--- config.mk ---
export PLATFORM = sky130hd
export DESIGN_NAME = pwm_mux_sel_sequencer
export DESIGN_NICKNAME = d
export VERILOG_FILES = /design/src/rtl/pwm_mux_sel_sequencer_pkg.sv /design/src/rtl/pwm_mux_sel_sequencer_shadow_reg.sv /design/src/rtl/pwm_mux_sel_sequencer.sv
export SDC_FILE = /design/constraint.sdc
export NUM_CORES = 1
export LEC_CHECK = 0
export BUFFER_PORTS_ARGS = -buffer_cell sky130_fd_sc_hd__buf_2
export CAP_MARGIN = 10
export CORE_UTILIZATION = 55
export DETAILED_ROUTE_END_ITERATION = 10
export GPL_TIMING_DRIVEN = 0
export PLACE_DENSITY_LB_ADDON = 0.12
export REMOVE_ABC_BUFFERS = 1
export SETUP_SLACK_MARGIN = 0.4
export SLEW_MARGIN = 30
export SYNTH_ARGS = -nofsm -noshare
export SYNTH_HDL_FRONTEND = slang
export SYNTH_SLANG_ARGS = --single-unit
export TNS_END_PERCENT = 5
--- constraint.sdc ---
create_clock -name clk -period 2.9 [get_ports clk]
set_input_delay 0.145 -clock clk [delete_from_list [all_inputs] [get_ports clk]]
set_output_delay 0.145 -clock clk [all_outputs]
set_load 0.05 [all_outputs]
--- src/rtl/pwm_mux_sel_sequencer_pkg.sv ---
// ----------------------------------------------------------------------------
// pwm_mux_sel_sequencer_pkg
//   Shared types and constants for the PWM mux select sequencer:
//   sequencer state encoding, mux geometry, advance-source encodings and a
//   helper that turns carrier strobes into a single advance qualifier.
// ----------------------------------------------------------------------------
package pwm_mux_sel_sequencer_pkg;

   localparam int PWM_MUX_N     = 8;
   localparam int PWM_MUX_SEL_W = 3;

   // adv_mode encodings; the unused code 2'd3 behaves like ADV_ZERO
   localparam logic [1:0] ADV_ZERO   = 2'd0;
   localparam logic [1:0] ADV_PERIOD = 2'd1;
   localparam logic [1:0] ADV_EITHER = 2'd2;

   typedef enum logic [1:0] {
      SEQ_IDLE  = 2'd0,
      SEQ_ARMED = 2'd1,
      SEQ_RUN   = 2'd2
   } pwm_seq_state_t;

   // Both strobes in the same cycle under ADV_EITHER still count as one advance.
   function automatic logic adv_event(input logic [1:0] mode,
                                      input logic       ez,
                                      input logic       ep);
      case (mode)
         ADV_PERIOD: return ep;
         ADV_EITHER: return ez | ep;
         default:    return ez;
      endcase
   endfunction

endpackage

--- src/rtl/pwm_mux_sel_sequencer_shadow_reg.sv ---
// ----------------------------------------------------------------------------
// pwm_seq_shadow_reg
//   Pending/active configuration registers for the mux select sequencer.
//   A request captures cfg_* into the pending copy; the sequencer decides
//   when the pending copy may become active (apply), and an ack pulse marks it.
// Ports
//   clk, rstn               clock, async active-low reset
//   cfg_upd_req             capture cfg_first/last/dwell into pending
//   cfg_first/last/dwell    requested window and dwell
//   apply                   copy pending -> active this edge (only asserted while pend=1)
//   pend                    pending copy holds an unapplied update
//   pend_first              first index of the pending copy (wrap/arm target on apply)
//   act_first/last/dwell    active configuration used by the sequencer
//   cfg_upd_ack             1-cycle pulse after an apply
// ----------------------------------------------------------------------------
module pwm_seq_shadow_reg
   import pwm_mux_sel_sequencer_pkg::*;
#(
   parameter int DWELL_W = 8
) (
   input  logic                     clk,
   input  logic                     rstn,
   input  logic                     cfg_upd_req,
   input  logic [PWM_MUX_SEL_W-1:0] cfg_first,
   input  logic [PWM_MUX_SEL_W-1:0] cfg_last,
   input  logic [DWELL_W-1:0]       cfg_dwell,
   input  logic                     apply,
   output logic                     pend,
   output logic [PWM_MUX_SEL_W-1:0] pend_first,
   output logic [PWM_MUX_SEL_W-1:0] act_first,
   output logic [PWM_MUX_SEL_W-1:0] act_last,
   output logic [DWELL_W-1:0]       act_dwell,
   output logic                     cfg_upd_ack
);

   logic [PWM_MUX_SEL_W-1:0] pend_last;
   logic [DWELL_W-1:0]       pend_dwell;

   always_ff @(posedge clk or negedge rstn) begin
      if (!rstn) begin
         pend        <= 1'b0;
         pend_first  <= '0;
         pend_last   <= '0;
         pend_dwell  <= '0;
         act_first   <= '0;
         act_last    <= '0;
         act_dwell   <= '0;
         cfg_upd_ack <= 1'b0;
      end else begin
         cfg_upd_ack <= apply;
         // NOTE: non-blocking assignments make a request that coincides with an
         // apply copy the OLD pending values into active, while the new request
         // lands in pending for the next apply.
         if (apply) begin
            act_first <= pend_first;
            act_last  <= pend_last;
            act_dwell <= pend_dwell;
         end
         if (cfg_upd_req) begin
            pend_first <= cfg_first;
            pend_last  <= cfg_last;
            pend_dwell <= cfg_dwell;
            pend       <= 1'b1;
         end else if (apply) begin
            pend       <= 1'b0;
         end
      end
   end

endmodule

--- src/rtl/pwm_mux_sel_sequencer.sv ---
// ----------------------------------------------------------------------------
// pwm_mux_sel_sequencer
//   Steps sel_0 of the 8-input PWM-count mux through the window [first..last]
//   (wrapping through 7->0 when first>last), advancing once every dwell+1
//   qualifying carrier events. Config changes apply only at sequence wrap
//   while running, or immediately when idle/armed.
// Ports
//   clk, rstn            clock, async active-low reset
//   en                   1 = run, 0 = return to IDLE
//   adv_mode             0=evt_zero 1=evt_period 2=either 3=evt_zero
//   evt_zero/evt_period  1-cycle carrier strobes
//   cfg_first/last/dwell requested window / events-per-step minus one
//   cfg_upd_req          capture cfg_* into pending
//   cfg_upd_ack          pending copied to active
//   sel_0                registered mux select
//   sel_valid            1 while in RUN
//   step_pulse           sel_0 advanced
//   wrap_pulse           sel_0 went last -> first
// ----------------------------------------------------------------------------
module pwm_mux_sel_sequencer
   import pwm_mux_sel_sequencer_pkg::*;
#(
   parameter int                       DWELL_W = 8,
   parameter logic [PWM_MUX_SEL_W-1:0] SEL_RST = '0
) (
   input  logic                     clk,
   input  logic                     rstn,
   input  logic                     en,
   input  logic [1:0]               adv_mode,
   input  logic                     evt_zero,
   input  logic                     evt_period,
   input  logic [PWM_MUX_SEL_W-1:0] cfg_first,
   input  logic [PWM_MUX_SEL_W-1:0] cfg_last,
   input  logic [DWELL_W-1:0]       cfg_dwell,
   input  logic                     cfg_upd_req,
   output logic                     cfg_upd_ack,
   output logic [PWM_MUX_SEL_W-1:0] sel_0,
   output logic                     sel_valid,
   output logic                     step_pulse,
   output logic                     wrap_pulse
);

   pwm_seq_state_t           state_q, state_d;
   logic [PWM_MUX_SEL_W-1:0] sel_d, sel_inc, target_first;
   logic [DWELL_W-1:0]       dwell_cnt, dwell_d;
   logic                     step_d, wrap_d, wrap_step;
   logic                     adv, apply, pend;
   logic [PWM_MUX_SEL_W-1:0] pend_first, act_first, act_last;
   logic [DWELL_W-1:0]       act_dwell;

   pwm_seq_shadow_reg #(.DWELL_W(DWELL_W)) u_shadow (
      .clk         (clk),
      .rstn        (rstn),
      .cfg_upd_req (cfg_upd_req),
      .cfg_first   (cfg_first),
      .cfg_last    (cfg_last),
      .cfg_dwell   (cfg_dwell),
      .apply       (apply),
      .pend        (pend),
      .pend_first  (pend_first),
      .act_first   (act_first),
      .act_last    (act_last),
      .act_dwell   (act_dwell),
      .cfg_upd_ack (cfg_upd_ack)
   );

   assign adv       = adv_event(adv_mode, evt_zero, evt_period);
   assign sel_inc   = PWM_MUX_SEL_W'((int'(sel_0) + 1) % PWM_MUX_N);
   // Whenever first is loaded (arming or wrap) a pending update is applied on
   // the same edge, so the target is the pending first if one exists.
   assign target_first = pend ? pend_first : act_first;
   // Outside RUN a pending update applies right away; in RUN only on wrap.
   assign apply     = pend && ((state_q != SEQ_RUN) || wrap_step);
   assign sel_valid = (state_q == SEQ_RUN);

   always_comb begin
      // NOTE: every output of this block gets a default first, so no path
      // leaves a variable unassigned and no latch is inferred.
      state_d   = state_q;
      sel_d     = sel_0;
      dwell_d   = dwell_cnt;
      step_d    = 1'b0;
      wrap_d    = 1'b0;
      wrap_step = 1'b0;
      if (!en) begin
         state_d = SEQ_IDLE;
         sel_d   = SEL_RST;
         dwell_d = '0;
      end else begin
         case (state_q)
            SEQ_IDLE: state_d = SEQ_ARMED;
            SEQ_ARMED: begin
               if (adv) begin
                  state_d = SEQ_RUN;
                  sel_d   = target_first;
                  dwell_d = '0;
               end
            end
            SEQ_RUN: begin
               if (adv) begin
                  if (dwell_cnt == act_dwell) begin
                     dwell_d = '0;
                     step_d  = 1'b1;
                     if (sel_0 == act_last) begin
                        wrap_step = 1'b1;
                        wrap_d    = 1'b1;
                        sel_d     = target_first;
                     end else begin
                        sel_d     = sel_inc;
                     end
                  end else begin
                     dwell_d = dwell_cnt + DWELL_W'(1);
                  end
               end
            end
            default: begin
               state_d = SEQ_IDLE;
               sel_d   = SEL_RST;
               dwell_d = '0;
            end
         endcase
      end
   end

   always_ff @(posedge clk or negedge rstn) begin
      if (!rstn) begin
         state_q    <= SEQ_IDLE;
         sel_0      <= SEL_RST;
         dwell_cnt  <= '0;
         step_pulse <= 1'b0;
         wrap_pulse <= 1'b0;
      end else begin
         state_q    <= state_d;
         sel_0      <= sel_d;
         dwell_cnt  <= dwell_d;
         step_pulse <= step_d;
         wrap_pulse <= wrap_d;
      end
   end

endmodule

==> results.toml, run 1 <==
[job]
maxCapViolations = 0

[cells_and_area]
nFillCells = 303
final_core_util_pct = 65.9
post_route_cells_drive_above_1_share_pct = 35.6
nets = 231
syn_to_final_growth_pct = 11.6
antenna_cells = 0

[power_and_ir_drop]
sequentialPowerShare_pct = 51.7
power.switching_mw = 0.424
total_power_mw = 1.46
power_per_cell_area_nw_per_um2 = 591
static_leakage_nw = 1.17
cellInternalPower_mw = 1.03
ir_drop_uv = 508
power_switching_share_pct = 29.1
share_comb_of_total_power_pct = 22.0
power.share.clock_pct = 26.3

[route]
mean_number_of_vias_per_cell = 5.61
detailedRoute.firstIterationViolations = 78
wl_per_cell_um = 14.9
wl_um = 3740
drt_drc_violations_left = 0
vias = 1402
drtAntennaViolNets = 0
detail_route.first_pass.iterations = 4

[floorplanning]
ios = 29
rows = 22
initial_core_util_pct = 59.0
fp.dieW_um = 65.4
die_area_um2 = 4280
die_h_um = 65.4
core_region_area_um2 = 3740

[synthesis]
synth.most_common_cell = "dfrtp_1"
post_synth_inst_count = 171
ys_seq_area_share_pct = 51.0
synth.avg_cell_area_um2 = 12.9
ys_top_cells_by_area = "dfrtp_1, mux2_2, mux2_4, ha_1, xnor2_1"
yosys-top-cells-count = "dfrtp_1, mux2_2, xnor2_1"
ys_async_sr_fraction_pct = 100
ys_warnings = 0
post_synth_num_cell_types = 39
synth.largest_area_cell = "dfrtp_1"
post_synth_instance_area_um2 = 2210
synth-seq-cells = 45
synth_top_area_share_pct = 51.0
synth_top_flop_cell = "dfrtp_1"
count_of_flip_flops_with_a_built_in_enable_after_synthesis = 0

[timing]
total_count_of_hold_check_failures_in_the_final_report = 0
setup_repair_after_global_routing_missed_its_margin = "false"
minimum_clock_period_after_layout_ps = 2380
max_slew_margin_pct = 52.6
final_max_slew_viol_count = 0
fmax_mhz = 421
setup_ws_ps = 524
hold_ws_ps = 82.7
timing.final.crit_share_pct = 81.9
setup-tns-final_ps = 0
clock_skew_ps = 5.50
slew_of_the_pin_with_the_lowest_slew_margin_ps = 711
setup_violators_final = 0

[clock_tree]
clock_sinks = 45
clkTransAtPathRegs_ps = 80
cts_tree = "yes"
post-cts-setup-buffers = 0
clock-root-buffer = "clkbuf_8"
cts_repair_resize_count = 0
total_cts_buffers = 5
hold_buffers = 0
insertion_delay_ps = 290
clock_tree.buffer_depth = 2
cts_max_level = 2

[global_route]
track_usage_pct = 20.4
first_global_vias = 1348
antenna_violations_before_repair = 0
wire_length_of_the_first_global_routing_pass_um = 6450
largest_net_degree_at_the_start_of_global_routing = 46
grt_overflow = 0

[critical_path]
critPathMaxFanout = 15
worstPathBufferInverterCount = 0
cp_max_stage_cell = "or4_1"
timing.critical_path.to_type = "flop"
setup.worst_path.class = "reg -> reg"
worst_path_required_time_ps = 3080
critPathArrivalTime_ps = 2550
worst_path_largest_cell_delay_ps = 600
cp_cell_sequence = "xnor2_1, nand4_1, or4_1, a21bo_1, mux2_4"
worstSetupStartpointType = "flop"
cp_top_family = "simple AND/OR/NAND/NOR gates"

[place]
hpwlAfterDp_um = 2760
place_worst_setup_slack_ps = 386
place.gp.congestion = 0.747
port-buffer-count = 28

[hold_path]
hp-class = "in -> reg"

[outcome]
result_of_the_run = "finished clean"
[per-layer routing]
metal	track usage, %	share of wire [%]
met4	5.71	0.46
met2	31.6	47
met1	28.7	48
met5	0	0
met3	4.69	5.1
[power groups by stage]
stage	Combinational (mW)	Clock (mW)	Sequential, mW
after floorplan	0.225	0	0.769
after global placement	0.302	0	0.762
after detailed placement	0.319	0	0.768
after CTS	0.319	0.394	0.755
after global routing	0.351	0.421	0.765
final	0.321	0.383	0.755
[cells by family (layout without fill, tap and decap cells)]
kind of cell | count (synthesis) | after routing | share of synthesized area (%)
XOR/XNOR | 12 | 12 | 4.76
adder cells (fa/ha/maj) | 8 | 8 | 4.53
AO/OA/AOI/OAI | 26 | 26 | 9.06
multiplexers | 37 | 37 | 20.2
buffers and inverters | 11 | 42 | 2.94
AND/OR/NAND/NOR | 32 | 32 | 7.59
flip-flops | 45 | 45 | 51.0
[flip-flops by register name, summed over array words and instances, names as in the netlist]
register and cells:
u_shadow.pend_first 3, u_shadow.pend 1, dwell_cnt 8, wrap_pulse 1, u_shadow.act_dwell 8, step_pulse 1
u_shadow.cfg_upd_ack 1, state_q 2, u_shadow.act_first 3, sel_0 3, u_shadow.act_last 3, u_shadow.pend_dwell 8
u_shadow.pend_last 3
[through the flow]
step                      cell area, um2  instances
after floorplan                     2160        165
after global placement              2360        241
after detailed placement            2360        241
after CTS                           2450        249
after global routing                2470        250
final                               2470        250
[final timing paths]
kind	startpoint	endpoint	slack [ps]	cells after the start
setup / recovery	dwell_cnt[4]	u_shadow.act_first[2]	520	5
hold / removal	cfg_first[0]	u_shadow.pend_first[0]	80	2
setup reg to reg	dwell_cnt[4]	u_shadow.act_first[2]	520	5
hold reg to reg	u_shadow.act_first[0]	u_shadow.act_first[0]	510	1
max in group asynchronous	rstn	dwell_cnt[0]	2140	2
min in group asynchronous	rstn	state_q[0]	380	2
[layout make-up]
class | count | area [um2] | share of cell area (%)
Clock buffer | 5 | 68.8 | 2.79
Multi-Input combinational cell | 115 | 1020 | 41.3
Timing Repair Buffer | 29 | 153 | 6.19
Clock inverter | 3 | 21.3 | 0.863
Inverter | 5 | 18.8 | 0.761
Tap cell | 48 | 60.1 | 2.44
Sequential cell | 45 | 1130 | 45.7
[worst register-to-register path, cell delays in order (launching register included)]
cell and delay (ps):
dfrtp_1 450, xnor2_1 160, nand4_1 170, or4_1 600, a21bo_1 480, mux2_4 400
[layout by cell type, fill, tap and decap left out, types with 3 or more instances in the layout]
cell type,n
dfrtp_1,45
buf_2,27
mux2_2,24
xnor2_1,11
mux2_4,9
ha_1,8
nand3_1,6
nor2_1,6
inv_1,5
a22o_1,5
clkbuf_8,5
nand2_1,4
mux2i_1,4
o21ai_0,4
nand4_1,3
nor2b_1,3
No activity file was read; power rests on OpenSTA's default activity.
==> inputs of run 2 (changes only) <==
--- a/config.mk
+++ b/config.mk
@@ -5,9 +5,10 @@
 export SDC_FILE = /design/constraint.sdc
 export NUM_CORES = 1
 export LEC_CHECK = 0
+export ABC_AREA = 1
 export BUFFER_PORTS_ARGS = -buffer_cell sky130_fd_sc_hd__buf_2
 export CAP_MARGIN = 10
-export CORE_UTILIZATION = 55
+export CORE_UTILIZATION = 52
 export DETAILED_ROUTE_END_ITERATION = 10
 export GPL_TIMING_DRIVEN = 0
 export PLACE_DENSITY_LB_ADDON = 0.12
==> constraint.sdc (replaced) <==
create_clock -name clk -period 2 [get_ports clk]
set_input_delay 0.1 -clock clk [delete_from_list [all_inputs] [get_ports clk]]
set_output_delay 0.1 -clock clk [all_outputs]
set_load 0.05 [all_outputs]
==> run 2 against run 1 <==
Effect of this change: synthesized cell count is 84% higher; clock-buffer cell count stayed put; via count is 46% higher; area after synthesis is 6.9% higher; clock power is 110% higher; register-to-register slack worse by 100 ps; die area is 13% higher; combinational power grew to 4.0 times the previous value; routed wire length is 27% higher; global-route usage is 0.57 points higher; clock skew hardly changed; design area is 20% higher.
==> results.toml, run 2 <==
[outcome]
result_of_the_run = "finished clean"

[floorplanning]
rows = 24
initial_core_util_pct = 54.2
die_h_um = 69.4
fp.dieW_um = 69.4
ios = 29
die_area_um2 = 4810
core_region_area_um2 = 4350

[global_route]
first_global_vias = 1890
antenna_violations_before_repair = 0
largest_net_degree_at_the_start_of_global_routing = 46
grt_overflow = 0
wire_length_of_the_first_global_routing_pass_um = 8050
track_usage_pct = 20.9

[critical_path]
critPathMaxFanout = 4
worstSetupStartpointType = "flop"
timing.critical_path.to_type = "flop"
r2r_end = "u_shadow.act_last[0]"
setup.worst_path.class = "reg -> reg"
worstSetupStartpoint = "dwell_cnt[0]"
register_to_register_setup_slack_ps = 420
worst-r2r-cell-count = 11
worst_path_required_time_ps = 2240
crit_path_end = "u_shadow.act_last[0]"
critPathArrivalTime_ps = 1820
launching_point_of_the_worst_reg2reg_path = "dwell_cnt[0]"

[synthesis]
synth.most_common_cell = "nand2_1"
post_synth_instance_area_um2 = 2360
synth.largest_area_cell = "dfrtp_1"
yosys.area_share.xor_xnor_pct = 0.742
synth_top_family_by_area = "simple AND/OR/NAND/NOR gates"
count_of_flip_flops_with_a_built_in_enable_after_synthesis = 0
ys_seq_area_share_pct = 47.7
post_synth_inst_count = 314
synth_top_flop_cell = "dfrtp_1"
synth-seq-cells = 45
ys_top_cells_by_area = "dfrtp_1, nand2_1, nand3_1, inv_1, ha_1"
synth_top_area_share_pct = 47.7
synth_compound_area_share_pct = 3.55
synthMuxAreaShare_pct = 0
yosys.area_share.adder_pct = 4.24
post_synth_num_cell_types = 24
synth.avg_cell_area_um2 = 7.52
yosys-top-cells-count = "nand2_1, dfrtp_1, inv_1"
synthSimpleGateAreaFrac_pct = 36.1
ys_async_sr_fraction_pct = 100
ys_warnings = 0

[clock_tree]
clock_sinks = 45
insertion_delay_ps = 290
cts_max_level = 2
total_cts_buffers = 5
clock-root-buffer = "clkbuf_8"
clock_tree.buffer_depth = 2
clkTransAtPathRegs_ps = 90
cts_tree = "yes"

[cells_and_area]
final-seq-area_um2 = 1130
largest_registers = "dwell_cnt (8), u_shadow.act_dwell (8), u_shadow.pend_dwell (8)"
syn_to_final_growth_pct = 25.8
nFillCells = 375
antenna_cells = 0
post_route_cells_drive_above_1_share_pct = 21.1
nets = 398
final_common_cell = "nand2_1"
multi_input_gate_area_in_the_final_layout_um2 = 1140
commonest_cells_after_routing_fill_and_taps_aside = "nand2_1, dfrtp_1, inv_1"
instances_no_fill = 421
final_core_util_pct = 68.2

[timing]
timing.final.crit_share_pct = 79.1
fmax_mhz = 632
total_count_of_hold_check_failures_in_the_final_report = 0
max_slew_margin_pct = 61.8
minimum_clock_period_after_layout_ps = 1580
setup_repair_after_global_routing_missed_its_margin = "true"
slew_of_the_pin_with_the_lowest_slew_margin_ps = 573
final_max_slew_viol_count = 0
setup_violators_final = 0
clock_skew_ps = 5.17

[power_and_ir_drop]
power_per_cell_area_nw_per_um2 = 1120
ir_drop_uv = 536
static_leakage_nw = 1.66

[route]
detailedRoute.firstIterationViolations = 132
drtAntennaViolNets = 0
mean_number_of_vias_per_cell = 4.85
drt_drc_violations_left = 0
vias = 2041
detail_route.first_pass.iterations = 4
wl_um = 4760
wl_per_cell_um = 11.3

[place]
hpwlAfterDp_um = 3030
place.gp.congestion = 0.819
port-buffer-count = 28
place.detailed.instances = 388

[hold_path]
hp-class = "in -> reg"

[job]
maxCapViolations = 0
run 2: cell count changes after synthesis, sizes merged, moves of 3 or more:
cell | previous run | this run
mux2i | 4 | 0
o21ai | 5 | 10
xnor2 | 11 | 2
nand3 | 6 | 28
nand2 | 4 | 145
mux2 | 33 | 0
inv | 5 | 38
nor2 | 6 | 22
a22o | 6 | 0
nor2b | 3 | 0
run 2: cell type report:
cell class,instances,share of cell area (%)
inverters,38,4.89
multi-input cells,226,38.5
clock inverters,3,2.19
repair buffers,52,12.0
flip-flops and latches,45,38.0
well taps,52,2.19
clock buffers,5,2.32
run 2: worst min path at each step:
stage	from	endpoint	slack, ps	cells after the start
finish	cfg_dwell[4]	u_shadow.pend_dwell[4]	10	3
global route	cfg_first[2]	u_shadow.pend_first[2]	20	3
CTS	cfg_dwell[4]	u_shadow.pend_dwell[4]	4	3
detailed placement	rstn	dwell_cnt[0]	140	1
global placement	cfg_first[1]	u_shadow.pend_first[1]	300	3
floorplan	rstn	dwell_cnt[0]	-200	0
run 2: logic make-up (layout without fill, tap and decap cells):
| family | count (synthesis) | count (layout) |
|---|---|---|
| buffers and inverters | 44 | 98 |
| DFF | 45 | 45 |
| and+or+nand+nor | 200 | 201 |
| adders and majority gates | 8 | 8 |
| xor gates and xnor gates | 2 | 2 |
| AOI/OAI and AO/OA | 15 | 15 |
run 2: per-layer routing:
metal	GRT usage, %	wire length, um	up-vias	share of wire (%)
met2	34.3	2240	44	47
met4	8.39	96	0	2.0
met1	27.0	2260	916	47
met3	4.51	158	10	3.3
li1	-	-	1071	-
met5	0	0	-	0
run 2: repair_timing:
action	in CTS	in global routing
setup endpoints to repair	30	27
hold buffers	13	0
cloned	0	1
hold endpoints to repair	57	0
resized for setup	8	14
buffers inserted	3	8
pin swaps	1	6
run 2: critical path: stages, from the launching register on:
cell	delay (ps)
dfrtp_1	380
inv_1	80
nand2_1	60
nand2_1	70
nor2_2	120
nand2_2	110
nor2_8	160
nand3_4	120
buf_4	170
nand2_4	80
nand3_1	80
nand2_1	80
run 2: where the power goes:
| group | internal, mW | switching, mW |
|---|---|---|
| Clock | 0.496 | 0.306 |
| Combinational | 0.452 | 0.825 |
| Sequential | 1.09 | 0.162 |
run 2: stage by stage:
| stage | hold slack (ps) | total power, mW | instance area (um2) | setup WS (ps) | setup TNS, ps |
|---|---|---|---|---|---|
| 2_1_floorplan | -196 | 2.04 | 2320 | -144 | -2080 |
| 3_3_place_gp | 299 | 2.27 | 2530 | 22.5 | 0 |
| 3_5_place_dp | 137 | 2.30 | 2530 | -3.32 | -3.32 |
| 4_1_cts | 3.98 | 3.21 | 2860 | 359 | 0 |
| 5_1_grt | 19.0 | 3.58 | 2970 | 332 | 0 |
| 6_report | 13.9 | 3.33 | 2970 | 419 | 0 |
==> inputs of run 3 (changes only) <==
--- a/config.mk
+++ b/config.mk
@@ -8,7 +8,7 @@
 export ABC_AREA = 1
 export BUFFER_PORTS_ARGS = -buffer_cell sky130_fd_sc_hd__buf_2
 export CAP_MARGIN = 10
-export CORE_UTILIZATION = 52
+export CORE_UTILIZATION = 55
 export DETAILED_ROUTE_END_ITERATION = 10
 export GPL_TIMING_DRIVEN = 0
 export PLACE_DENSITY_LB_ADDON = 0.12
==> constraint.sdc (replaced) <==
create_clock -name clk -period 1.6 [get_ports clk]
set_input_delay 0.08 -clock clk [delete_from_list [all_inputs] [get_ports clk]]
set_output_delay 0.08 -clock clk [all_outputs]
set_load 0.05 [all_outputs]
==> run 3 against run 2 <==
Effect of this change: hold slack gained 95 ps; clock skew grew 1.4 ps; largest cell class unchanged; die area shrank 5.3%; critical path type unchanged; global-route usage grew 3.8 points; sequential power grew 28%; worst setup slack lost 370 ps.
==> results.toml, run 3 (synthesis gave the netlist of run 2 again) <==
[timing]
final_max_slew_viol_count = 0
slew_of_the_pin_with_the_lowest_slew_margin_ps = 573
clock_skew_ps = 6.58
total_count_of_hold_check_failures_in_the_final_report = 0
setup_violators_final = 0
fmax_mhz = 644
setup-tns-final_ps = 0
setup_repair_after_global_routing_missed_its_margin = "true"
hold_ws_ps = 109
timing.final.crit_share_pct = 97.1
max_slew_margin_pct = 61.8
minimum_clock_period_after_layout_ps = 1550

[outcome]
result_of_the_run = "finished clean"

[cells_and_area]
nets = 413
final_common_cell = "nand2_1"
post_route_cells_drive_above_1_share_pct = 28.4
syn_to_final_growth_pct = 33.4
instances_no_fill = 434
largest_registers = "dwell_cnt (8), u_shadow.act_dwell (8), u_shadow.pend_dwell (8)"
commonest_cells_after_routing_fill_and_taps_aside = "nand2_1, dfrtp_1, inv_1"
antenna_cells = 0
final_cell_area_um2 = 3150

[floorplanning]
die_h_um = 67.5
die_area_um2 = 4560
initial_core_util_pct = 58.2
fp.dieW_um = 67.5
core_region_area_um2 = 4060
rows = 23
ios = 29

[global_route]
grt_overflow = 0
track_usage_pct = 24.7
wire_length_of_the_first_global_routing_pass_um = 8320
largest_net_degree_at_the_start_of_global_routing = 46
first_global_vias = 1972
antenna_violations_before_repair = 0

[power_and_ir_drop]
total_power_mw = 4.21
power_per_cell_area_nw_per_um2 = 1340
ir_drop_uv = 785
static_leakage_nw = 1.73

[clock_tree]
total_cts_buffers = 5
cts_tree = "yes"
clock_tree.buffer_depth = 2
clkTransAtPathRegs_ps = 90
clock-root-buffer = "clkbuf_8"
cts_max_level = 2
insertion_delay_ps = 300
clock_sinks = 45

[place]
hpwlAfterDp_um = 3140
dpl-instance-area_um2 = 2530
place.detailed.instances = 386
place.gp.congestion = 0.829
port-buffer-count = 28

[route]
detail_route.first_pass.iterations = 4
mean_number_of_vias_per_cell = 4.94
drt_drc_violations_left = 0
wl_per_cell_um = 12.3
drtAntennaViolNets = 0
wl_um = 5330
vias = 2143
detailedRoute.firstIterationViolations = 80

[critical_path]
critPathMaxFanout = 7
register_to_register_setup_slack_ps = 50
worst_path_required_time_ps = 1840
worstSetupStartpointType = "flop"
setup.worst_path.class = "reg -> reg"
critPathArrivalTime_ps = 1800
timing.critical_path.to_type = "flop"

[job]
maxCapViolations = 0

[hold_path]
hp-class = "in -> reg"
run 3: changes by cell type in the layout (fill, tap and decap cells not counted), sizes merged:
cell         delta
clkinvlp        +3
dlygate4sd3     +2
bufinv          -2
clkbuf          +2
clkinv          -1
buf            +11
run 3: cell type report:
class                           instances  area, um2
Timing Repair inverter                  1       7.51
Sequential cell                        45       1130
Timing Repair Buffer                   66        502
Tap cell                               50       62.6
Inverter                               38        148
Fill cell                             290        907
Clock buffer                            6       72.6
Multi-Input combinational cell        226       1210
Clock inverter                          2       15.0
run 3: worst max-delay path: stages, from the launching register on:
cell	delay, ps
dfrtp_1	380
inv_1	70
nand2_1	70
nand2_1	60
nor2_2	110
nand2_2	100
nor2_8	160
nand3_4	110
nand2_8	140
clkbuf_16	170
nand3_2	50
nand2_1	70
run 3: repair_timing:
item,CTS,global route
gates resized for setup,18,32
buffers inserted,12,10
hold buffers,15,0
hold endpoints to repair,59,0
endpoints found under the setup margin,32,33
gates cloned,2,1
pin swaps,8,24
run 3: power by group:
group          leakage (nW)  internal [mW]  switching [mW]  total, mW
Sequential            0.576           1.37           0.244       1.61
Combinational          1.12          0.752            1.13       1.88
Clock                0.0374          0.308           0.403      0.712
run 3: metal layers:
metal	GRT usage, %	routed length [um]	vias up
met4	12.0	99	0
li1	-	-	1105
met2	42.8	2760	54
met5	0	0	-
met3	4.90	164	10
met1	28.9	2310	974
run 3: through the flow:
| step | utilization [%] | worst slack, ps |
|---|---|---|
| finish | 77.6 | 46.1 |
| global route | 77.6 | -52.2 |
| CTS | 72.7 | 74.2 |
| detailed placement | 62.3 | -396 |
| global placement | 62.2 | -372 |
| floorplan | - | -544 |
run 3: worst paths after layout:
| kind | startpoint | to | depth (start not counted) |
|---|---|---|---|
| worst max-delay path | dwell_cnt[4] | u_shadow.act_dwell[5] | 11 |
| min in group asynchronous | rstn | dwell_cnt[1] | 2 |
| max in group asynchronous | rstn | u_shadow.pend | 2 |
| worst max register to register | dwell_cnt[4] | u_shadow.act_dwell[5] | 11 |
| worst min register to register | u_shadow.act_first[2] | u_shadow.act_first[2] | 2 |
| worst min-delay path | en | state_q[0] | 3 |
